[src/rtl/pulse_pkg.sv]
// -----------------------------------------------------------------------------
// pulse_pkg
//   Shared definitions for the pulse_spacer block. Holds the FSM state
//   encoding, the smallest legal pulse spacing, and a helper that returns the
//   saturation value of the pending-event counter.
//   Optional feature macro used by the block: PULSE_SPACER_CLR_EN.
// -----------------------------------------------------------------------------
package pulse_pkg;

  // IDLE: nothing in flight. HOLD: a strobe was emitted and the gap is timing.
  typedef enum logic {
    ST_IDLE = 1'b0,
    ST_HOLD = 1'b1
  } state_e;

  // A spacing of 1 would let strobes touch; the synchroniser needs a real gap.
  localparam int GAP_MIN = 2;

  // Largest value the pending counter may hold before events are dropped.
  function automatic int pend_max(input int cnt_w);
    return (2 ** cnt_w) - 1;
  endfunction

endpackage

[src/rtl/pulse_spacer_gapcnt.sv]
// -----------------------------------------------------------------------------
// pulse_spacer_gapcnt
//   Loadable down-counter that times the gap between successive strobes.
//   Loading puts GAP-1 into the counter; it then counts down one per cycle and
//   rests at zero. o_expire is high while the count is zero, which in HOLD is
//   exactly GAP cycles after the emit decision that loaded it.
//   Optional feature macro of the enclosing block: PULSE_SPACER_CLR_EN
//   (no effect on this module).
// Ports
//   clka      in   clock
//   rst_n     in   asynchronous active-low reset
//   i_load    in   reload the counter with GAP-1
//   o_expire  out  count has reached zero
// -----------------------------------------------------------------------------
module pulse_spacer_gapcnt #(
  parameter int GAP = 8
) (
  input  logic clka,
  input  logic rst_n,
  input  logic i_load,
  output logic o_expire
);

  localparam int CW = $clog2(GAP);
  localparam logic [CW-1:0] LOAD_VAL = CW'(GAP - 1);

  logic [CW-1:0] r_cnt;

  // NOTE: state registers use non-blocking assignments so every flop samples
  // pre-edge values; blocking here would create ordering-dependent races.
  always_ff @(posedge clka or negedge rst_n) begin
    if (!rst_n) begin
      r_cnt <= '0;
    end else if (i_load) begin
      r_cnt <= LOAD_VAL;
    end else if (r_cnt != '0) begin
      r_cnt <= r_cnt - CW'(1);
    end
  end

  assign o_expire = (r_cnt == '0);

endmodule

[src/rtl/pulse_spacer.sv]
// -----------------------------------------------------------------------------
// pulse_spacer
//   Front end for a fast-to-slow pulse synchroniser. Raw one-cycle requests,
//   possibly back-to-back, are counted and re-emitted as one-cycle strobes
//   whose rising edges are at least GAP clka cycles apart.
//   Optional feature macro: PULSE_SPACER_CLR_EN -- adds ovf_clr, which clears
//   the sticky overflow flag (a same-cycle drop wins). Without it, overflow
//   clears only on reset.
// Ports
//   clka       in   clock
//   rst_n      in   asynchronous active-low reset
//   pulse_in   in   request strobe, one event per high cycle
//   ovf_clr    in   clear overflow (PULSE_SPACER_CLR_EN only)
//   pulse_out  out  spaced strobe, registered, one cycle wide
//   pending    out  events accepted but not yet emitted (registered)
//   busy       out  FSM not idle or backlog non-empty
//   overflow   out  sticky: at least one event was dropped
// -----------------------------------------------------------------------------
module pulse_spacer
  import pulse_pkg::*;
#(
  parameter int GAP   = 8,
  parameter int CNT_W = 4
) (
  input  logic             clka,
  input  logic             rst_n,
  input  logic             pulse_in,
`ifdef PULSE_SPACER_CLR_EN
  input  logic             ovf_clr,
`endif
  output logic             pulse_out,
  output logic [CNT_W-1:0] pending,
  output logic             busy,
  output logic             overflow
);

  localparam logic [CNT_W-1:0] PEND_MAX = CNT_W'(pend_max(CNT_W));
  localparam logic [CNT_W-1:0] PEND_ONE = CNT_W'(1);

  // Elaboration stops on an illegal spacing: the missing module is deliberate.
  if (GAP < GAP_MIN) begin : g_gap_too_small
    pulse_spacer_gap_below_minimum u_gap_check ();
  end

  state_e           r_state;
  state_e           w_state_nxt;
  logic             r_pulse_out;
  logic [CNT_W-1:0] r_pending;
  logic             r_overflow;

  logic w_expire;
  logic w_req;
  logic w_emit;
  logic w_from_backlog;
  logic w_accept;
  logic w_drop;

  pulse_spacer_gapcnt #(.GAP(GAP)) u_gapcnt (
    .clka     (clka),
    .rst_n    (rst_n),
    .i_load   (w_emit),
    .o_expire (w_expire)
  );

  assign w_req = (r_pending != '0) || pulse_in;

  // NOTE: every signal written here gets a default first so no path leaves a
  // value unassigned, which would otherwise infer a latch.
  always_comb begin
    w_state_nxt = r_state;
    w_emit      = 1'b0;
    case (r_state)
      ST_IDLE: begin
        if (w_req) begin
          w_emit      = 1'b1;
          w_state_nxt = ST_HOLD;
        end
      end
      ST_HOLD: begin
        // Back-to-back emits stay in HOLD so the next edge lands exactly GAP on.
        if (w_expire) begin
          if (w_req) w_emit = 1'b1;
          else       w_state_nxt = ST_IDLE;
        end
      end
      default: w_state_nxt = ST_IDLE;
    endcase
  end

  // The backlog is served first; a request arriving alongside is then counted.
  assign w_from_backlog = w_emit && (r_pending != '0);
  assign w_accept       = pulse_in && !(w_emit && !w_from_backlog);
  assign w_drop         = w_accept && !w_from_backlog && (r_pending == PEND_MAX);

  always_ff @(posedge clka or negedge rst_n) begin
    if (!rst_n) begin
      r_state     <= ST_IDLE;
      r_pulse_out <= 1'b0;
      r_pending   <= '0;
      r_overflow  <= 1'b0;
    end else begin
      r_state     <= w_state_nxt;
      r_pulse_out <= w_emit;

      case ({w_accept, w_from_backlog})
        2'b10:   if (!w_drop) r_pending <= r_pending + PEND_ONE;
        2'b01:   r_pending <= r_pending - PEND_ONE;
        default: r_pending <= r_pending;
      endcase

      if (w_drop) begin
        r_overflow <= 1'b1;
`ifdef PULSE_SPACER_CLR_EN
      end else if (ovf_clr) begin
        r_overflow <= 1'b0;
`endif
      end
    end
  end

  assign pulse_out = r_pulse_out;
  assign pending   = r_pending;
  assign overflow  = r_overflow;
  assign busy      = (r_state != ST_IDLE) || (r_pending != '0);

endmodule

[config.mk]
export PLATFORM = sky130hd
export DESIGN_NAME = pulse_spacer
export DESIGN_NICKNAME = d
export VERILOG_FILES = /design/src/rtl/pulse_pkg.sv /design/src/rtl/pulse_spacer_gapcnt.sv /design/src/rtl/pulse_spacer.sv
export SDC_FILE = /design/constraint.sdc
export NUM_CORES = 1
export LEC_CHECK = 0
export CAP_MARGIN = 20
export CORE_AREA = 2 2 39 41
export DETAILED_ROUTE_END_ITERATION = 10
export DIE_AREA = 0 0 41 43
export DONT_BUFFER_PORTS = 1
export SLEW_MARGIN = 10
export SYNTH_ARGS = -nofsm -noshare
export SYNTH_HDL_FRONTEND = slang
export SYNTH_SLANG_ARGS = --single-unit
export TNS_END_PERCENT = 10
[constraint.sdc]
create_clock -name clka -period 2.9 [get_ports clka]
set_clock_uncertainty 0.2 [all_clocks]
set_input_delay 0.58 -clock clka [delete_from_list [all_inputs] [get_ports clka]]
set_output_delay 0.58 -clock clka [all_outputs]
set_load 0.05 [all_outputs]
-- After elaboration in Yosys (flattened, before gate mapping)
Index checks and enable logic that the tools add are counted.
- reductions and logical operators: 15
- add/subtract/negate cells: 3
- multiplexer cells: 9
- bitwise gates (word level): 1
- equality and inequality tests: 4
- operators by type and width (kind ; number):
    4-bit case mux with 2 select lines ; 1
    3-bit 2-to-1 mux ; 2
    1-bit logical AND ; 5
    4-bit by 1-bit adder with 4-bit output, second input constant ; 1
    4-bit == test, second input constant ; 1
    4-bit 2-to-1 mux ; 1
    1-bit case mux with 2 select lines ; 2
    2-bit nonzero test ; 2
    4-bit nonzero test ; 1
    4-bit by 1-bit subtractor with 4-bit output, second input constant ; 1
    3-bit zero test ; 1
    1-bit 2-to-1 mux ; 3
    3-bit nonzero test ; 1
    3-bit by 1-bit subtractor with 3-bit output, second input constant ; 1
    2-bit by 1-bit == test with 1-bit output, second input constant ; 1
    2-bit == test, second input constant ; 1
    1-bit zero test ; 2
    1-bit logical OR ; 2
    2-bit != test, second input constant ; 1
    2-bit AND reduction ; 1
    1-bit NOT ; 1
- flip-flop bits (word level): 10
- input port bits: 3

-- Logic depth before layout (Yosys ltp)
Gate-level depths: netlist of run 1.
- depth after elaboration: 14
- mapped depth: 12
- depth with buffers taken out: 11

-- Modules after synthesis
Synthesis of run 1 repeated with hierarchy kept, for this count alone.
- cell total of the unflattened synthesis: 52
- area, all modules: 578.1 sq um
- by module, submodules not included (module ; cells an instance ; instances ; area an instance (sq um)):
    pulse_spacer ; 35 ; 1 ; 397.9
    pulse_spacer_gapcnt ; 17 ; 1 ; 180.2

-- Worst setup path before layout of run 1
Ideal clock, no wire load.
- kind: register to register
- start: register r_pending[1], in the netlist pending[1]
- end: register r_pending[2], in the netlist pending[2]
- stages on the path, launching flop included: 11
- required time: 2.554 ns
- setup time: 0.146 ns
- arrival: 2.110 ns
- setup slack: 0.444 ns
- cell sequence: dfrtp_1 -> buf_6 -> nor4_2 -> a21oi_1 -> nand2_1 -> o21ai_0 -> ha_1 -> or3_4 -> a211oi_2 -> a31oi_1 -> xnor2_1
- cells in the longest elaborated chain, start to end: 14
- RTL lines (element ; line ; source):
    from (decl) ; pulse_spacer.sv:48 ; logic [CNT_W-1:0] r_pending;
    from (signal assigned) ; pulse_spacer.sv:106 ; 2'b10: if (!w_drop) r_pending <= r_pending + PEND_ONE;
    from (signal assigned) ; pulse_spacer.sv:107 ; 2'b01: r_pending <= r_pending - PEND_ONE;
    from (signal assigned) ; pulse_spacer.sv:108 ; default: r_pending <= r_pending;
    4-bit nonzero test ; pulse_spacer.sv:65, pulse_spacer.sv:91 ;
    1-bit logical OR ; pulse_spacer.sv:65 ; assign w_req = (r_pending != '0) || pulse_in;
    1-bit 2-to-1 mux ; pulse_spacer.sv:74, pulse_spacer.sv:82 ;
    1-bit 2-to-1 mux ; pulse_spacer.sv:81 ; if (w_expire) begin
    1-bit case mux with 2 select lines ; pulse_spacer.sv:72 ; case (r_state)
    1-bit logical AND ; pulse_spacer.sv:91 ; assign w_from_backlog = w_emit && (r_pending != '0);
    1-bit zero test ; pulse_spacer.sv:92, pulse_spacer.sv:93 ;
    1-bit logical AND ; pulse_spacer.sv:92 ; assign w_accept = pulse_in && !(w_emit && !w_from_backlog);
    1-bit zero test ; pulse_spacer.sv:92 ;
    1-bit logical AND ; pulse_spacer.sv:92 ;
    1-bit logical AND (2 in a row) ; pulse_spacer.sv:93 ; assign w_drop = w_accept && !w_from_backlog && (r_pending == PEND_MAX);
    2-bit != test (no line) ; n/a ;
    2-bit AND reduction (no line) ; n/a ;
Several ways; a longest one is shown, not always the timed one. The select of a mux whose other input is x is not followed.
A chain may end at the register's enable or synchronous reset.

-- Worst setup path in the final report of run 1
- start: register u_gapcnt.r_cnt[0]
- end: register r_pending[2], in the netlist pending[2]
- cells in the longest elaborated chain, start to end: 12
- RTL lines (element ; line ; source):
    from (decl) ; pulse_spacer_gapcnt.sv:27 ; logic [CW-1:0] r_cnt;
    from (signal assigned) ; pulse_spacer_gapcnt.sv:37 ; r_cnt <= r_cnt - CW'(1);
    3-bit zero test * ; pulse_spacer_gapcnt.sv:41 ; assign o_expire = (r_cnt == '0);
    1-bit 2-to-1 mux * ; pulse_spacer.sv:81 ;
    1-bit case mux with 2 select lines * ; pulse_spacer.sv:72 ;
    1-bit logical AND ; pulse_spacer.sv:91 ;
    1-bit zero test ; pulse_spacer.sv:92, pulse_spacer.sv:93 ;
    1-bit logical AND ; pulse_spacer.sv:92 ;
    1-bit zero test ; pulse_spacer.sv:92 ;
    1-bit logical AND ; pulse_spacer.sv:92 ;
    1-bit logical AND (2 in a row) ; pulse_spacer.sv:93 ;
    2-bit != test (no line) ; n/a ;
    2-bit AND reduction (no line) ; n/a ;
Every way passes the cells marked *; elsewhere a longest branch is shown, timed or not.

==> impl_results.md, run 1 <==
* Outcome: complete, no violations
* Final number of setup-violating endpoints at 0
* Final weighted congestion in routability-driven placement at 0.760
* Top-Level Pins at 10
* ANT nets after route at 0
* Largest area contributor in the netlist: sky130_fd_sc_hd__dfrtp_1
* Number of buffers created by CTS at 3
* CTS tree: yes
* Clock Path Buffers at 2
* Syn-to-layout area delta at 12.6%
* Number of instances in the synthesized netlist at 54
* Overall die area at 1760 sq um
* Required arrival time at the worst endpoint at 2.85 ns
* Vias in the first global route at 410
* Clk sink count at 10
* Number of nets produced by synthesis at 60
* Final worst path period share at 0.820
* Part of the Yosys area used for sequential elements at 0.412
* Critical path class: reg -> reg
* Starting utilization of the core area at 0.439
* Final Hold Slack at 0.192 ns
* Clock latency at the later pin of the worst-skew pair at 0.27 ns
* Top fanout value on the critical path at 4
* Kind of start point of the critical path: register
* Die Y at 43 microns
* Number of enable flip-flop cells after synthesis at 0
* Slew margin rel. at 0.683
* Standby leakage power at 0.290 nW
* Core box area at 1380 sq um
* Via-per-instance ratio at 5.66
* Final critical delay including setup and external delays at 2.38 ns
* Aggregate routed wire length at 1.09 mm
* Clock root buffer: sky130_fd_sc_hd__clkbuf_4
* Cell types with the highest counts after synthesis: 10 x sky130_fd_sc_hd__dfrtp_1, 5 x sky130_fd_sc_hd__o21ai_0
* Slew at the pin with the worst max-slew slack at 0.473 ns
* Initial drt markers at 5
* Filler instances at 126
* Hold Vio Cnt, Final at 0
* Die boundary width at 41 microns
* Highest clock rate at 0.421 GHz
* Gates resized, CTS repair at 0
* Antenna cell count at 0
* Fraction of final layout cells sized beyond drive strength 1 at 0.279
* Initial antenna violation count at 0
* Mapped Avg Cell Area at 11.3 sq um
* Vias post-DR at 436
* Worst voltage drop across the vdd grid at 0.000619 V
* Flip-flop and latch count after synthesis at 10
* Yosys warnings at 0
* Largest net degree at the start of global routing at 11
* Residual DRC at 0
* DPL Wire Length at 808 microns
* RR Startpoint: u_gapcnt.r_cnt[0]
* Hold Startpoint: pulse_in
* Count of nets after finishing at 68
* Max-cap violations at 0
* Main area contributors after synthesis: sky130_fd_sc_hd__dfrtp_1 41%, sky130_fd_sc_hd__ha_1 6.2%, sky130_fd_sc_hd__mux2i_1 4.9%
* Area share of the largest cell type after synthesis at 0.412
* Type of the worst min-delay path: in -> reg
* Post-Syn Area at 608 sq um
* Unrepaired setup endpoints after global routing: false
* Global-route wire length before repair at 1.84 mm
* Final core occ at 0.495
* Endpoint kind of the worst setup timing path: register
* # port buffers at 0
* Global-route usage over all layers at 0.157
* Netlist cell types at 28
* Post-detailed-route wirelength per cell at 14.2 microns
* Data arrival time of the critical path at 2.33 ns
* Number of placement rows at 14
* Final number of max-transition violations at 0
* Worst Setup SP: u_gapcnt.r_cnt[0]
* Final setup TNS at 0 ns
* Most common flop cell mapped by yosys: sky130_fd_sc_hd__dfrtp_1
* Asr flop ratio synth at 1.00
* Clock transition at path regs at 0.07 ns
* Depth of the CTS H-tree at 1
* Power density cells at 1230 nW/um^2
* Global route overflow at 0
* Number of detailed-route iterations in the first pass at 4
* Most common cell in the netlist: sky130_fd_sc_hd__dfrtp_1
through the flow:
stage / cells / total power, W / setup WS [ns] / cell area [sq um]
2_1_floorplan: 54 / 0.000641 / 0.444 / 608
3_3_place_gp: 72 / 0.000713 / 0.550 / 638
3_5_place_dp: 72 / 0.000718 / 0.513 / 638
4_1_cts: 77 / 0.000849 / 0.494 / 684
5_1_grt: 77 / 0.000903 / 0.349 / 684
6_report: 77 / 0.000841 / 0.522 / 684
cells by family (layout without fill, tap and decap cells):
family / after synthesis / after routing / synth area share
flops: 10 / 10 / 0.412
simple gates: 14 / 14 / 0.198
buf+inv: 6 / 13 / 0.0638
mux: 3 / 3 / 0.0494
xor+xnor: 3 / 3 / 0.0432
fa+ha+maj: 3 / 3 / 0.0617
compound gates: 15 / 15 / 0.173
where the power goes:
part / total, W / switching (W) / internal, W / leakage, nW
combinational: 0.000455 / 0.000264 / 0.000191 / 0.159
sequential: 0.000261 / 0.0000647 / 0.000196 / 0.109
clock: 0.000126 / 0.0000496 / 0.0000763 / 0.0210
total: 0.000841 / 0.000378 / 0.000463 / 0.290
placed cells by master (no fill, tap or decap), types with 2 or more instances in the layout:
cell type                  count
sky130_fd_sc_hd__dfrtp_1      10
sky130_fd_sc_hd__o21ai_0       5
sky130_fd_sc_hd__buf_4         5
sky130_fd_sc_hd__inv_1         3
sky130_fd_sc_hd__mux2i_1       3
sky130_fd_sc_hd__xnor2_1       3
sky130_fd_sc_hd__ha_1          3
sky130_fd_sc_hd__clkbuf_4      3
sky130_fd_sc_hd__a21oi_1       2
sky130_fd_sc_hd__and2_1        2
sky130_fd_sc_hd__nor2_1        2
sky130_fd_sc_hd__a31oi_1       2
routing by layer:
metal | track usage | routed length, microns
met5 | 0 | 0
met4 | 0.0600 | 19
met3 | 0.0576 | 50
met2 | 0.238 | 538
met1 | 0.195 | 484
sequential cells by signal (all words and copies together) (netlist names):
name            cells
overflow            1
pulse_out           1
pending             4
r_state             1
u_gapcnt.r_cnt      3
area by class of cell:
cell class	count	area, sq um	area share
inverter	3	11.3	0.0165
tap	16	20.0	0.0293
sequential	10	250	0.366
timing repair buffer	6	47.5	0.0695
multi-input combinational	38	319	0.466
clock buffer	4	36.3	0.0530
timing repair:
action	CTS	global route
setup endpoints to repair	0	0
endpoints found under the hold margin	10	0
buffers inserted	0	0
hold buffers	1	0
critical path, cell delays in order (launching register included):
cell,delay (ns)
sky130_fd_sc_hd__dfrtp_1,0.36
sky130_fd_sc_hd__inv_1,0.11
sky130_fd_sc_hd__ha_1,0.26
sky130_fd_sc_hd__nand2b_4,0.09
sky130_fd_sc_hd__and2_1,0.17
sky130_fd_sc_hd__o21ai_0,0.12
sky130_fd_sc_hd__o21ai_0,0.10
sky130_fd_sc_hd__ha_1,0.20
sky130_fd_sc_hd__or3_4,0.32
sky130_fd_sc_hd__a211oi_2,0.14
sky130_fd_sc_hd__a31oi_1,0.07
sky130_fd_sc_hd__xnor2_1,0.13
final timing paths:
| kind | to | slack [ns] | cells after the start |
|---|---|---|---|
| worst max-delay path | pending[2] | 0.52 | 11 |
| worst min-delay path | pending[1] | 0.19 | 1 |
| worst max register to register | pending[2] | 0.52 | 11 |
| worst min register to register | u_gapcnt.r_cnt[2] | 0.35 | 2 |
| max in group asynchronous | r_state | 1.68 | 1 |
| min in group asynchronous | pending[2] | 0.50 | 1 |
Note: power is estimated with default switching activity, not from simulation.
==> inputs of run 2 (changes only) <==
Settings changed: ABC_AREA set to 1.
Clock period 2.9 ns to 2 ns, I/O delays scaled along.
==> impl_results.md, run 2 <==
* Non-filler cells, final at 104 (+35%)
* Final core occ at 0.535 (+0.0407)
* Slack of the critical path at 0.0901 ns (-0.432 ns)
* Count of nets after finishing at 95 (+40%)
* Required arrival time at the worst endpoint at 1.40 ns (-1.45 ns)
* Netlist cell types at 21 (-25%)
* Antenna cell count at 0 (unchanged)
* Filler instances at 136 (+7.9%)
* Most frequent cells in the layout: 26 x sky130_fd_sc_hd__nand2_1, 11 x sky130_fd_sc_hd__inv_1, 10 x sky130_fd_sc_hd__dfrtp_1, 5 x sky130_fd_sc_hd__nand4_1
* Final critical delay including setup and external delays at 1.91 ns
* Aggregate routed wire length at 1.26 mm (+15%)
* Data arrival time of the critical path at 1.31 ns (-1.02 ns)
* Worst setup slack for register-to-register paths at 0.17 ns (-0.35 ns)
* Via-per-instance ratio at 5.06 (-11%)
* Standby leakage power at 0.399 nW (+38%)
* Part of the Yosys area used for sequential elements at 0.397 (-0.0147)
* Power density cells at 1840 nW/um^2 (+50%)
* Highest clock rate at 0.524 GHz
* Clk sink count at 10 (unchanged)
* CTS tree: yes
* Slew at the pin with the worst max-slew slack at 0.468 ns (-0.00524 ns)
* Clock transition at path regs at 0.08 ns (about the same)
* Residual DRC at 0 (unchanged)
* Die boundary width at 41 microns (unchanged)
* Largest area contributor in the netlist: sky130_fd_sc_hd__dfrtp_1
* Kind of start point of the critical path: register
* Mapped Avg Cell Area at 7.98 sq um (-29%)
* Number of buffers created by CTS at 3 (unchanged)
* DPL Wire Length at 950 microns (+18%)
* Unrepaired setup endpoints after global routing: false
* Most common cell in the netlist: sky130_fd_sc_hd__nand2_1
* Worst setup path end: busy
* Worst voltage drop across the vdd grid at 0.000897 V (+45%)
* Asr flop ratio synth at 1.00 (unchanged)
* Cell types with the highest counts after synthesis: 26 x sky130_fd_sc_hd__nand2_1, 12 x sky130_fd_sc_hd__inv_1, 10 x sky130_fd_sc_hd__dfrtp_1
* Starting utilization of the core area at 0.456 (+0.0163)
* Final weighted congestion in routability-driven placement at 0.763 (+0.38%)
* Total power draw at 0.00137 W (+62%)
* Number of nets produced by synthesis at 85 (+42%)
* Initial drt markers at 15 (+10)
* Flip-flop and latch count after synthesis at 10 (unchanged)
* Global route overflow at 0 (unchanged)
* Type of the worst min-delay path: in -> reg
* Top-Level Pins at 10 (unchanged)
* FF-to-FF path depth at 12 (+1)
* Number of placement rows at 14 (unchanged)
* Number of enable flip-flop cells after synthesis at 0 (unchanged)
* Number of detailed-route iterations in the first pass at 4 (unchanged)
* Global-route usage over all layers at 0.161 (+0.00411)
* Clock latency at the later pin of the worst-skew pair at 0.28 ns (about the same)
* Reg2reg end: pending[2]
* Initial antenna violation count at 0 (unchanged)
* Critical path class: reg -> out
* Core box area at 1380 sq um (unchanged)
* Die Y at 43 microns (unchanged)
* Clock Path Buffers at 2 (unchanged)
* Cell count after placement at 99 (+38%)
* Number of flip-flops under the largest register name at 4 (unchanged)
* Slew margin rel. at 0.688 (+0.00453)
* Most common flop cell mapped by yosys: sky130_fd_sc_hd__dfrtp_1
* Vias in the first global route at 438 (+6.8%)
* Placement Setup Slack at 0.115 ns (-0.399 ns)
* Endpoint kind of the worst setup timing path: output pin
* Vias post-DR at 526 (+21%)
* Largest net degree at the start of global routing at 11 (unchanged)
* Most common cell after layout, fill and taps aside: sky130_fd_sc_hd__nand2_1
* Worst Setup SP: pending[1]
* ANT nets after route at 0 (unchanged)
* Area share of the largest cell type after synthesis at 0.397 (-0.0147)
* Outcome: complete, no violations
* Top fanout value on the critical path at 6 (+2)
* Global-route wire length before repair at 1.88 mm (+2.2%)
* Overall die area at 1760 sq um (unchanged)
* Clock root buffer: sky130_fd_sc_hd__clkbuf_4
* Hold Vio Cnt, Final at 0 (unchanged)
* Main area contributors after synthesis: sky130_fd_sc_hd__dfrtp_1 40%, sky130_fd_sc_hd__nand2_1 15%, sky130_fd_sc_hd__inv_1 7.1%
* Max-cap violations at 0 (unchanged)
* Post-Syn Area at 631 sq um (+3.7%)
* Final worst path period share at 0.955
* Final number of setup-violating endpoints at 0 (unchanged)
* Final number of max-transition violations at 0 (unchanged)
* Number of instances in the synthesized netlist at 79 (+46%)
* Fraction of final layout cells sized beyond drive strength 1 at 0.227 (-0.0514)
* Yosys warnings at 0 (unchanged)
* Depth of the CTS H-tree at 1 (unchanged)
* RR Startpoint: u_gapcnt.r_cnt[0]
* Post-detailed-route wirelength per cell at 12.1 microns (-15%)
* Syn-to-layout area delta at 17.5%
* # port buffers at 0 (unchanged)
* Final setup TNS at 0 ns (unchanged)
-- run 2: cells by family after synthesis --
family,after synthesis,share of synthesized area
buf+inv,13,0.0774
flops,10,0.397
compound gates,4,0.0397
simple gates,47,0.399
xor+xnor,2,0.0278
fa+ha+maj,3,0.0595
-- run 2: worst min-delay path by stage --
| stage | end | cells past startpoint | from | slack (ns) |
|---|---|---|---|---|
| floorplan | overflow | 0 | rst_n | -0.1 |
| finish | r_state | 2 | pulse_in | 0.05 |
| global placement | u_gapcnt.r_cnt[2] | 0 | rst_n | -0.1 |
| global route | r_state | 2 | pulse_in | 0.05 |
| CTS | r_state | 2 | pulse_in | 0.04 |
| detailed placement | u_gapcnt.r_cnt[2] | 0 | rst_n | -0.1 |
-- run 2: metal layers --
| layer | wire, microns | track usage | part of all wire | vias to the layer above |
|---|---|---|---|---|
| met2 | 593 | 0.241 | 0.47 | 13 |
| li1 | - | - | - | 270 |
| met5 | 0 | 0 | 0 | - |
| met1 | 581 | 0.201 | 0.46 | 241 |
| met4 | 6 | 0.0800 | 0.0048 | 0 |
| met3 | 74 | 0.0471 | 0.059 | 2 |
-- run 2: area by class of cell --
| type | count | area (sq um) | area share |
|---|---|---|---|
| tap | 16 | 20.0 | 0.0270 |
| clock buffer | 4 | 36.3 | 0.0490 |
| sequential | 10 | 250 | 0.338 |
| inverter | 13 | 48.8 | 0.0659 |
| timing repair buffer | 5 | 40.0 | 0.0541 |
| multi-input combinational | 56 | 345 | 0.466 |
-- run 2: per-stage QoR --
stage               area [sq um]  hold WS, ns
floorplan                    631      -0.0956
global placement             681      -0.0954
detailed placement           681      -0.0953
CTS                          729       0.0442
global route                 741       0.0507
finish                       741       0.0488
-- run 2: worst max-delay path, cell delays in order (launching register included) --
cell	delay, ns
sky130_fd_sc_hd__dfrtp_1	0.47
sky130_fd_sc_hd__nor2_4	0.15
sky130_fd_sc_hd__nand2_4	0.09
sky130_fd_sc_hd__or2_4	0.32
-- run 2: power breakdown --
group	internal, W	total, W	leakage [nW]	switching [W]
logic	0.000260	0.000773	0.264	0.000513
clock network	0.000111	0.000193	0.0210	0.0000828
registers	0.000289	0.000399	0.114	0.000110
total	0.000660	0.00137	0.399	0.000706
-- run 2: what timing repair did --
item                                    CTS  global route
pin swaps                                 0             1
buffers inserted                          0             0
hold endpoints to repair                 10             0
hold buffers                              1             0
gates resized for setup                   1             3
endpoints found under the setup margin    1             1
